==> config.mk <==
export PLATFORM = sky130hd
export DESIGN_NAME = lcd_ctrl
export DESIGN_NICKNAME = d
export VERILOG_FILES = /design/src/rtl/lcd_ctrl.sv
export SDC_FILE = /design/constraint.sdc
export NUM_CORES = 1
export LEC_CHECK = 0
export CORE_MARGIN = 3
export CORE_UTILIZATION = 50
export DETAILED_ROUTE_END_ITERATION = 6
export HOLD_SLACK_MARGIN = 0.05
export MAX_ROUTING_LAYER = met4
export PLACE_DENSITY_LB_ADDON = 0.08
export SYNTH_ARGS = -nofsm -noshare
export SYNTH_HDL_FRONTEND = slang
export SYNTH_SLANG_ARGS = --single-unit
==> constraint.sdc <==
create_clock -name clk -period 6.2 [get_ports clk]
set_input_delay 0.93 -clock clk [delete_from_list [all_inputs] [get_ports clk]]
set_output_delay 0.93 -clock clk [all_outputs]
set_load 0.02 [all_outputs]
==> src/rtl/lcd_ctrl.sv <==
// lcd_ctrl: queues LCD command/data bytes and replays them to an HD44780 with setup/EN/hold/exec timing.
// Optional LCD_INIT_EN adds a power-up wait and the 0x38/0x0C/0x01/0x06 init sequence before user bytes.
module lcd_ctrl #(
    parameter int FIFO_DEPTH  = 4,
    parameter int T_SETUP     = 4,
    parameter int T_EN        = 12,
    parameter int T_HOLD      = 4,
    parameter int T_EXEC      = 1850,
    parameter int T_EXEC_LONG = 76000,
    parameter int T_PWRUP     = 750000
) (
    input  logic       clk,
    input  logic       rst,
    input  logic       i_wr_en,
    input  logic [8:0] i_wr_data,
    output logic       o_full,
    output logic       o_busy,
    output logic       o_ovf,
    output logic       o_init_done,
    output logic [7:0] o_lcd_data,
    output logic       o_lcd_rs,
    output logic       o_lcd_rw,
    output logic       o_lcd_en,
    output logic       o_lcd_on
);
    localparam int AW    = $clog2(FIFO_DEPTH);
    localparam int T_MAX = (T_EXEC_LONG > T_PWRUP) ? T_EXEC_LONG : T_PWRUP;
    localparam int CW    = $clog2(T_MAX + 1);

    typedef enum logic [2:0] {
        S_IDLE, S_SETUP, S_PULSE, S_HOLD, S_EXEC, S_PWRUP, S_INIT
    } state_t;

    logic [8:0]    r_mem [FIFO_DEPTH];
    logic [AW-1:0] r_wp;
    logic [AW-1:0] r_rp;
    logic [AW:0]   r_cnt;
    logic [AW:0]   w_cnt_nxt;
    logic          w_push;
    logic          w_pop;
    logic          w_long;
    state_t        r_state;
    logic [CW-1:0] r_tmr;

    assign w_push   = i_wr_en && !o_full;
    assign w_pop    = (r_state == S_IDLE) && (r_cnt != '0) && o_init_done;
    // Clear display / return home need the long execution time.
    assign w_long   = !o_lcd_rs && (o_lcd_data == 8'h01 || o_lcd_data == 8'h02 || o_lcd_data == 8'h03);
    assign o_busy   = (r_state != S_IDLE) || (r_cnt != '0) || !o_init_done;
    assign o_lcd_rw = 1'b0;

    always_comb begin
        w_cnt_nxt = r_cnt;
        if (w_push && !w_pop)
            w_cnt_nxt = r_cnt + 1'b1;
        else if (w_pop && !w_push)
            w_cnt_nxt = r_cnt - 1'b1;
    end

    always_ff @(posedge clk) begin
        if (w_push)
            r_mem[r_wp] <= i_wr_data;
    end

    always_ff @(posedge clk) begin
        if (rst) begin
            r_wp   <= '0;
            r_rp   <= '0;
            r_cnt  <= '0;
            o_full <= 1'b0;
            o_ovf  <= 1'b0;
        end else begin
            if (w_push)
                r_wp <= r_wp + 1'b1;
            if (w_pop)
                r_rp <= r_rp + 1'b1;
            if (i_wr_en && o_full)
                o_ovf <= 1'b1;
            r_cnt  <= w_cnt_nxt;
            o_full <= (w_cnt_nxt == (AW+1)'(FIFO_DEPTH));
        end
    end

`ifdef LCD_INIT_EN
    logic [2:0] r_init_idx;

    function automatic logic [7:0] f_init_byte(input logic [2:0] idx);
        case (idx)
            3'd0:    return 8'h38;
            3'd1:    return 8'h0C;
            3'd2:    return 8'h01;
            default: return 8'h06;
        endcase
    endfunction
`endif

    always_ff @(posedge clk) begin
        if (rst) begin
`ifdef LCD_INIT_EN
            r_state    <= S_PWRUP;
            r_tmr      <= CW'(T_PWRUP - 1);
            r_init_idx <= '0;
`else
            r_state    <= S_IDLE;
            r_tmr      <= '0;
`endif
            o_lcd_data  <= '0;
            o_lcd_rs    <= 1'b0;
            o_lcd_en    <= 1'b0;
            o_lcd_on    <= 1'b0;
            o_init_done <= 1'b0;
        end else begin
            o_lcd_on <= 1'b1;
`ifndef LCD_INIT_EN
            o_init_done <= 1'b1;
`endif
            case (r_state)
                S_IDLE: begin
                    if (w_pop) begin
                        o_lcd_data <= r_mem[r_rp][7:0];
                        o_lcd_rs   <= r_mem[r_rp][8];
                        r_tmr      <= CW'(T_SETUP - 1);
                        r_state    <= S_SETUP;
                    end
                end
                S_SETUP: begin
                    if (r_tmr == '0) begin
                        o_lcd_en <= 1'b1;
                        r_tmr    <= CW'(T_EN - 1);
                        r_state  <= S_PULSE;
                    end else
                        r_tmr <= r_tmr - 1'b1;
                end
                S_PULSE: begin
                    if (r_tmr == '0) begin
                        o_lcd_en <= 1'b0;
                        r_tmr    <= CW'(T_HOLD - 1);
                        r_state  <= S_HOLD;
                    end else
                        r_tmr <= r_tmr - 1'b1;
                end
                S_HOLD: begin
                    if (r_tmr == '0) begin
                        r_tmr   <= w_long ? CW'(T_EXEC_LONG - 1) : CW'(T_EXEC - 1);
                        r_state <= S_EXEC;
                    end else
                        r_tmr <= r_tmr - 1'b1;
                end
                S_EXEC: begin
                    if (r_tmr == '0) begin
`ifdef LCD_INIT_EN
                        if (!o_init_done && r_init_idx != 3'd4)
                            r_state <= S_INIT;
                        else begin
                            o_init_done <= 1'b1;
                            r_state     <= S_IDLE;
                        end
`else
                        r_state <= S_IDLE;
`endif
                    end else
                        r_tmr <= r_tmr - 1'b1;
                end
`ifdef LCD_INIT_EN
                S_PWRUP: begin
                    if (r_tmr == '0)
                        r_state <= S_INIT;
                    else
                        r_tmr <= r_tmr - 1'b1;
                end
                S_INIT: begin
                    o_lcd_data <= f_init_byte(r_init_idx);
                    o_lcd_rs   <= 1'b0;
                    r_init_idx <= r_init_idx + 1'b1;
                    r_tmr      <= CW'(T_SETUP - 1);
                    r_state    <= S_SETUP;
                end
`endif
                default: r_state <= S_IDLE;
            endcase
        end
    end
endmodule

# == Word-level counts from Yosys, hierarchy flattened ==
# Memories as Yosys holds them, arrays and structs flattened. A register that Yosys moved wholly into a read port is not among the register bits.
# Index checks and enable logic that the tools add are counted.
# op_classes
addsub,5
eq_ne,14
n_mux,21
reduce_logical,26
# ops
cell,n
$mux W20,5
$pmux W20 S5,1
$mux W3,7
$logic_not A20 Y1,1
$sub A20 B1 Y20 const B,1
$mux W17,1
$eq A8 B2 Y1 const B,2
$pmux W3 S5,1
$ne A2 B2 Y1 const B,6
$eq A8 B1 Y1 const B,1
$logic_and A1 B1 Y1,7
$eq A3 B2 Y1 const B,2
$eq A3 B3 Y1 const B,2
$reduce_and A3 Y1,2
$reduce_bool A3 Y1,2
$logic_not A1 Y1,5
$mux W1,5
$reduce_and A5 Y1,1
$reduce_bool A5 Y1,1
$add A2 B1 Y2 const B,2
$logic_or A1 B1 Y1,4
$add A3 B1 Y3 const B,1
$eq A3 B1 Y1 const B,1
$logic_not A3 Y1,1
4 further kinds,4
# totals
regBits,34
mem_bits_rw,36
input_bits,12
output_inout_bits,16
elab_cells,76
mem_count,1
# mem_list
memory,words,word_bits,read_ports,rd_clocked_by_memory_dff,wr,line,source
r_mem,4,9,1,1,1,34,logic [8:0] r_mem [FIFO_DEPTH];

# == Depth between registers and ports, before layout ==
# logic_depth
depth_word,7
depth_mapped,10
depth_no_buf,8

# == Worst setup path before layout ==
# OpenSTA, ideal clock, no wires.
# synth_path
kind,in2reg
startpoint,input i_wr_en
endpoint,"memory r_mem[0][0], enable pin"
setup_ps,337
arrival_ps,1699
t_required_ps,5863
slack_ps,4163
cell_stages,3
n_path_buf,1
cell_sequence,nor2b_1 clkbuf_1 and2_1
# synth_via
elab_chain_cells,3
# synth_rtl
item,line,source
start: declaration,14,"input logic i_wr_en,"
$logic_and A1 B1 Y1,45,assign w_push = i_wr_en && !o_full;
$mux W1,61,if (w_push)
$mux W1 (not written as such),62,r_mem[r_wp] <= i_wr_data;
end: declaration,34,
# No other way between the ends.

# == Final worst setup path ==
# layout_path
startpoint,register r_state[2]
endpoint,output o_busy
# layout_via
elab_chain_cells,3
# layout_rtl
item,line,source
start: declaration,42,state_t r_state;
start signal: assignment,104,r_state <= S_IDLE;
start signal: assignment,123,r_state <= S_SETUP;
start signal: assignment,130,r_state <= S_PULSE;
$reduce_bool A3 Y1,49,assign o_busy = (r_state != S_IDLE) || (r_cnt != '0) || !o_init_done;
$logic_or A1 B1 Y1 (2 in a row),49,
end: declaration,17,"output logic o_busy,"
# No other way between the ends.

==> metrics.md <==
| Metric | Value |
|---|---|
| Status | `complete, no violations` |
| Clock sinks | `between 70 and 80` |
| Via density | `around 5.7` |
| Seq/Total Area, Yosys | `around 49%` |
| Worst-margin pin slew | `0.703 ns` |
| Delay-heaviest family, CP | `simple AND/OR/NAND/NOR gates` |
| Worst path bufs/invs | `1` |
| Fin. Hold Viols | `0` |
| Initial antenna violation count | `0` |
| Multi-input logic area | `1850 sq um` |
| Slew Limit Fails | `0` |
| Number of gates resized after CTS | `0` |
| DRT Pass-1 Iters | `4` |
| Register-to-register setup slack | `between 3 and 4 ns` |
| Starting Density | `around 53%` |
| Critical Path RT | `~5.3 ns` |
| Syn Nets | `between 300 and 400` |
| Relative slew slack | `a little over half` |
| R2R depth | `8` |
| Area contributors post-synth | `edfxtp_1 (27%), dfxtp_1 (22%), mux4_2 (5.1%)` |
| CP max FO | `16` |
| Fin util | `roughly three fifths` |
| Max-Cap Viols | `0` |
| Worst-path cell chain | `nor3_2 > nand4b_1 > clkdlybuf4s50_1` |
| Port Buffers | `26` |
| WL final | `8.18 mm` |
| Avg WL per Cell | `16.6 um` |
| Reg2reg start | `r_tmr[0]` |
| Largest family of logic cells by synthesized area | `simple AND/OR/NAND/NOR gates` |
| Rows | `31` |
| EDFF count, synth | `36` |
| Die Wd | `94.8 um` |
| Crit path launch | `r_state[2]` |
| ANT nets after route | `0` |
| Peak per-stage delay on the critical path | `~0.57 ns` |
| Nets@finish | `~400` |
| Clock transition at the registers of the reported paths | `roughly 0.080 ns` |
| Final setup fails | `0` |
| Chip Height | `around 95 um` |
| Largest area contributor in the netlist | `edfxtp_1` |
| Critical Path End | `o_busy` |
| Initial DRC Count | `132` |
| Cell Area, Synth | `3940 sq um` |
| Setup crit end kind | `primary output` |
| Synth Area in Compound Gates | `around 15%` |
| Unrepaired setup endpoints after global routing | `false` |
| Crit path DAT | `slightly above 2 ns` |
| Fraction of registers with async set/reset | `0%` |
| Syn-to-layout area delta | `11.5%` |
| GRT Residual Overflow | `0` |
| Clk_skew | `~0.009 ns` |
| Core Box Area | `around 7400 sq um` |
| Total GRT Usage | `a little over a fifth` |
| CTS tree | `yes` |
| Syn Area/Cell | `~11 sq um` |
| Largest net degree at the start of global routing | `43` |
| Slowest cell on crit path | `clkdlybuf4s50_1` |
| Cts bufs inserted | `9` |
| Post-route clock period utilization | `a little under half` |
| Post-synth top area share | `between 20% and 30%` |
| Register bit count reported by yosys | `a little under 80` |
| Vias | `2831` |
| CP Launch Type | `flip-flop` |
| HP Class | `flip-flop to flip-flop` |
| Top-level I/O count | `28` |
| N_diodes | `0` |
| Adder-cell share of the synthesized area | `about 2.9%` |
| Setup TNS | `0 ns` |
| Yosys warnings | `0` |
| Die area | `8980 sq um` |
| Post-synthesis xor/xnor area fraction | `1.78%` |
| Post-synthesis mux area share | `under 10%` |
| CP Class | `flip-flop to primary output` |
| Share of cells above drive strength 1 | `about 13%` |
| Root buffer cell | `clkbuf_8` |
| Drt drc | `0` |
| Reg-to-Reg End | `r_tmr[5]` |
| CTS Buffer Depth | `2` |
| Reg area | `between 1500 and 2000 sq um` |
| Global-route wire length before repair | `14.1 mm` |
| Post-Synth Simple-Gate Area | `21.4%` |
| Synth unique cells | `73` |
| Cells after Synth | `roughly 370` |
| F_max | `between 300 and 400 MHz` |
| Post-CTS Hold Buffers | `0` |
| Crit path depth | `3` |
| Setup bufs post-CTS | `0` |
| Ys flop type | `dfxtp_1` |
| H-tree levels | `3` |
| Clk_lat worst skew | `about 0.35 ns` |
| Filler cells | `660` |
| Dpl hpwl | `a little under 6 mm` |
| Period minus WS final | `approximately 3.0 ns` |
| Final Wtd Congestion | `about 0.83` |
| Vias in the first global route | `between 2k and 3k` |
==> how the worst min path moves through the flow <==
stage                        from       endpoint  cells after the start
global placement         o_lcd_en       o_lcd_en                      2
CTS                 o_lcd_data[5]  o_lcd_data[5]                      2
detailed placement          o_ovf          o_ovf                      2
global route             o_lcd_en       o_lcd_en                      2
finish              o_lcd_data[5]  o_lcd_data[5]                      2
floorplan               r_tmr[12]      r_tmr[12]                      2
==> sequential cells by signal, indices dropped and copies added (netlist names) <==
signal      count
r_mem          36
r_tmr          20
o_lcd_data      8
r_cnt           3
r_state         3
r_rp            2
r_wp            2
o_full          1
o_lcd_en        1
o_lcd_on        1
o_lcd_rs        1
o_ovf           1
==> cells by family after synthesis <==
| logic type | count (synthesis) |
|---|---|
| adder cells (fa/ha/maj) | 9 |
| flip-flops | 79 |
| AND/OR/NAND/NOR | 150 |
| AO/OA/AOI/OAI | 86 |
| XOR/XNOR | 8 |
| other | 1 |
| multiplexers | 10 |
| buffers and inverters | 28 |
==> synth_stat cells (4+ instances only) <==
| cell | number |
|---|---|
| o21ai_0 | 10 |
| nand3_1 | 8 |
| nor3_1 | 13 |
| o21ai_1 | 7 |
| dfxtp_1 | 43 |
| and2_1 | 8 |
| nand2_1 | 42 |
| ha_1 | 9 |
| nor2_1 | 31 |
| nor2b_1 | 6 |
| nand3b_1 | 4 |
| or3_1 | 5 |
| xnor2_1 | 7 |
| inv_1 | 7 |
| mux4_2 | 9 |
| a211oi_1 | 5 |
| a21oi_1 | 30 |
| buf_2 | 5 |
| a31oi_1 | 5 |
| clkbuf_1 | 5 |
| o211ai_1 | 4 |
| edfxtp_1 | 36 |
==> cell usage in the layout, fill, tap and decap left out, types with 4 or more instances in the layout <==
| master | n |
|---|---|
| and2_1 | 8 |
| dfxtp_1 | 43 |
| ha_1 | 9 |
| a211oi_1 | 5 |
| a21oi_1 | 30 |
| nor3_1 | 13 |
| or3_1 | 5 |
| nand3_1 | 8 |
| xnor2_1 | 7 |
| inv_1 | 7 |
| nor2b_1 | 6 |
| mux4_2 | 9 |
| clkdlybuf4s50_1 | 26 |
| a31oi_1 | 5 |
| nor2_1 | 31 |
| nand2_1 | 42 |
| o21ai_1 | 7 |
| nand3b_1 | 4 |
| clkbuf_8 | 9 |
| o211ai_1 | 4 |
| o21ai_0 | 10 |
| edfxtp_1 | 36 |
==> per-stage QoR <==
| step | cell area (sq um) | hold slack, ns | worst slack (ns) | cells |
|---|---|---|---|---|
| after floorplan | 3940 | 0.469 | 4.16 | 371 |
| after global placement | 4210 | 0.464 | 3.38 | 477 |
| after detailed placement | 4210 | 0.469 | 3.34 | 477 |
| after CTS | 4390 | 0.484 | 3.23 | 493 |
| after global routing | 4390 | 0.510 | 3.14 | 493 |
| final | 4390 | 0.481 | 3.25 | 493 |
==> routing by layer <==
metal | part of all wire, % | routed length [um] | up-vias | track usage [%]
met2 | 51 | 4140 | 66 | 33.9
met5 | 0 | 0 | - | -
met3 | 4.7 | 384 | 7 | 4.86
met4 | 0.86 | 70 | 0 | 6.13
met1 | 44 | 3590 | 1358 | 26.3
li1 | - | - | 1400 | -
==> cell type report <==
cell class                      count  share of cell area (%)
Inverter                            8                   0.684
Multi-Input combinational cell    264                    42.1
Timing Repair Buffer               27                    6.10
Clock buffer                       10                    2.91
Clock inverter                      6                    1.20
Sequential cell                    79                    44.2
Tap cell                           99                    2.82
==> worst reg2reg max path, stage by stage (launching register included) <==
cell	delay, ns
dfxtp_1	0.36
inv_1	0.10
ha_1	0.15
or4b_1	0.46
nand3b_4	0.26
nor2_2	0.46
o21ai_0	0.19
a21oi_1	0.23
o32ai_1	0.11
Power is not shown: default switching activity piles up to over one toggle a cycle in this logic, so the estimate is an artifact.
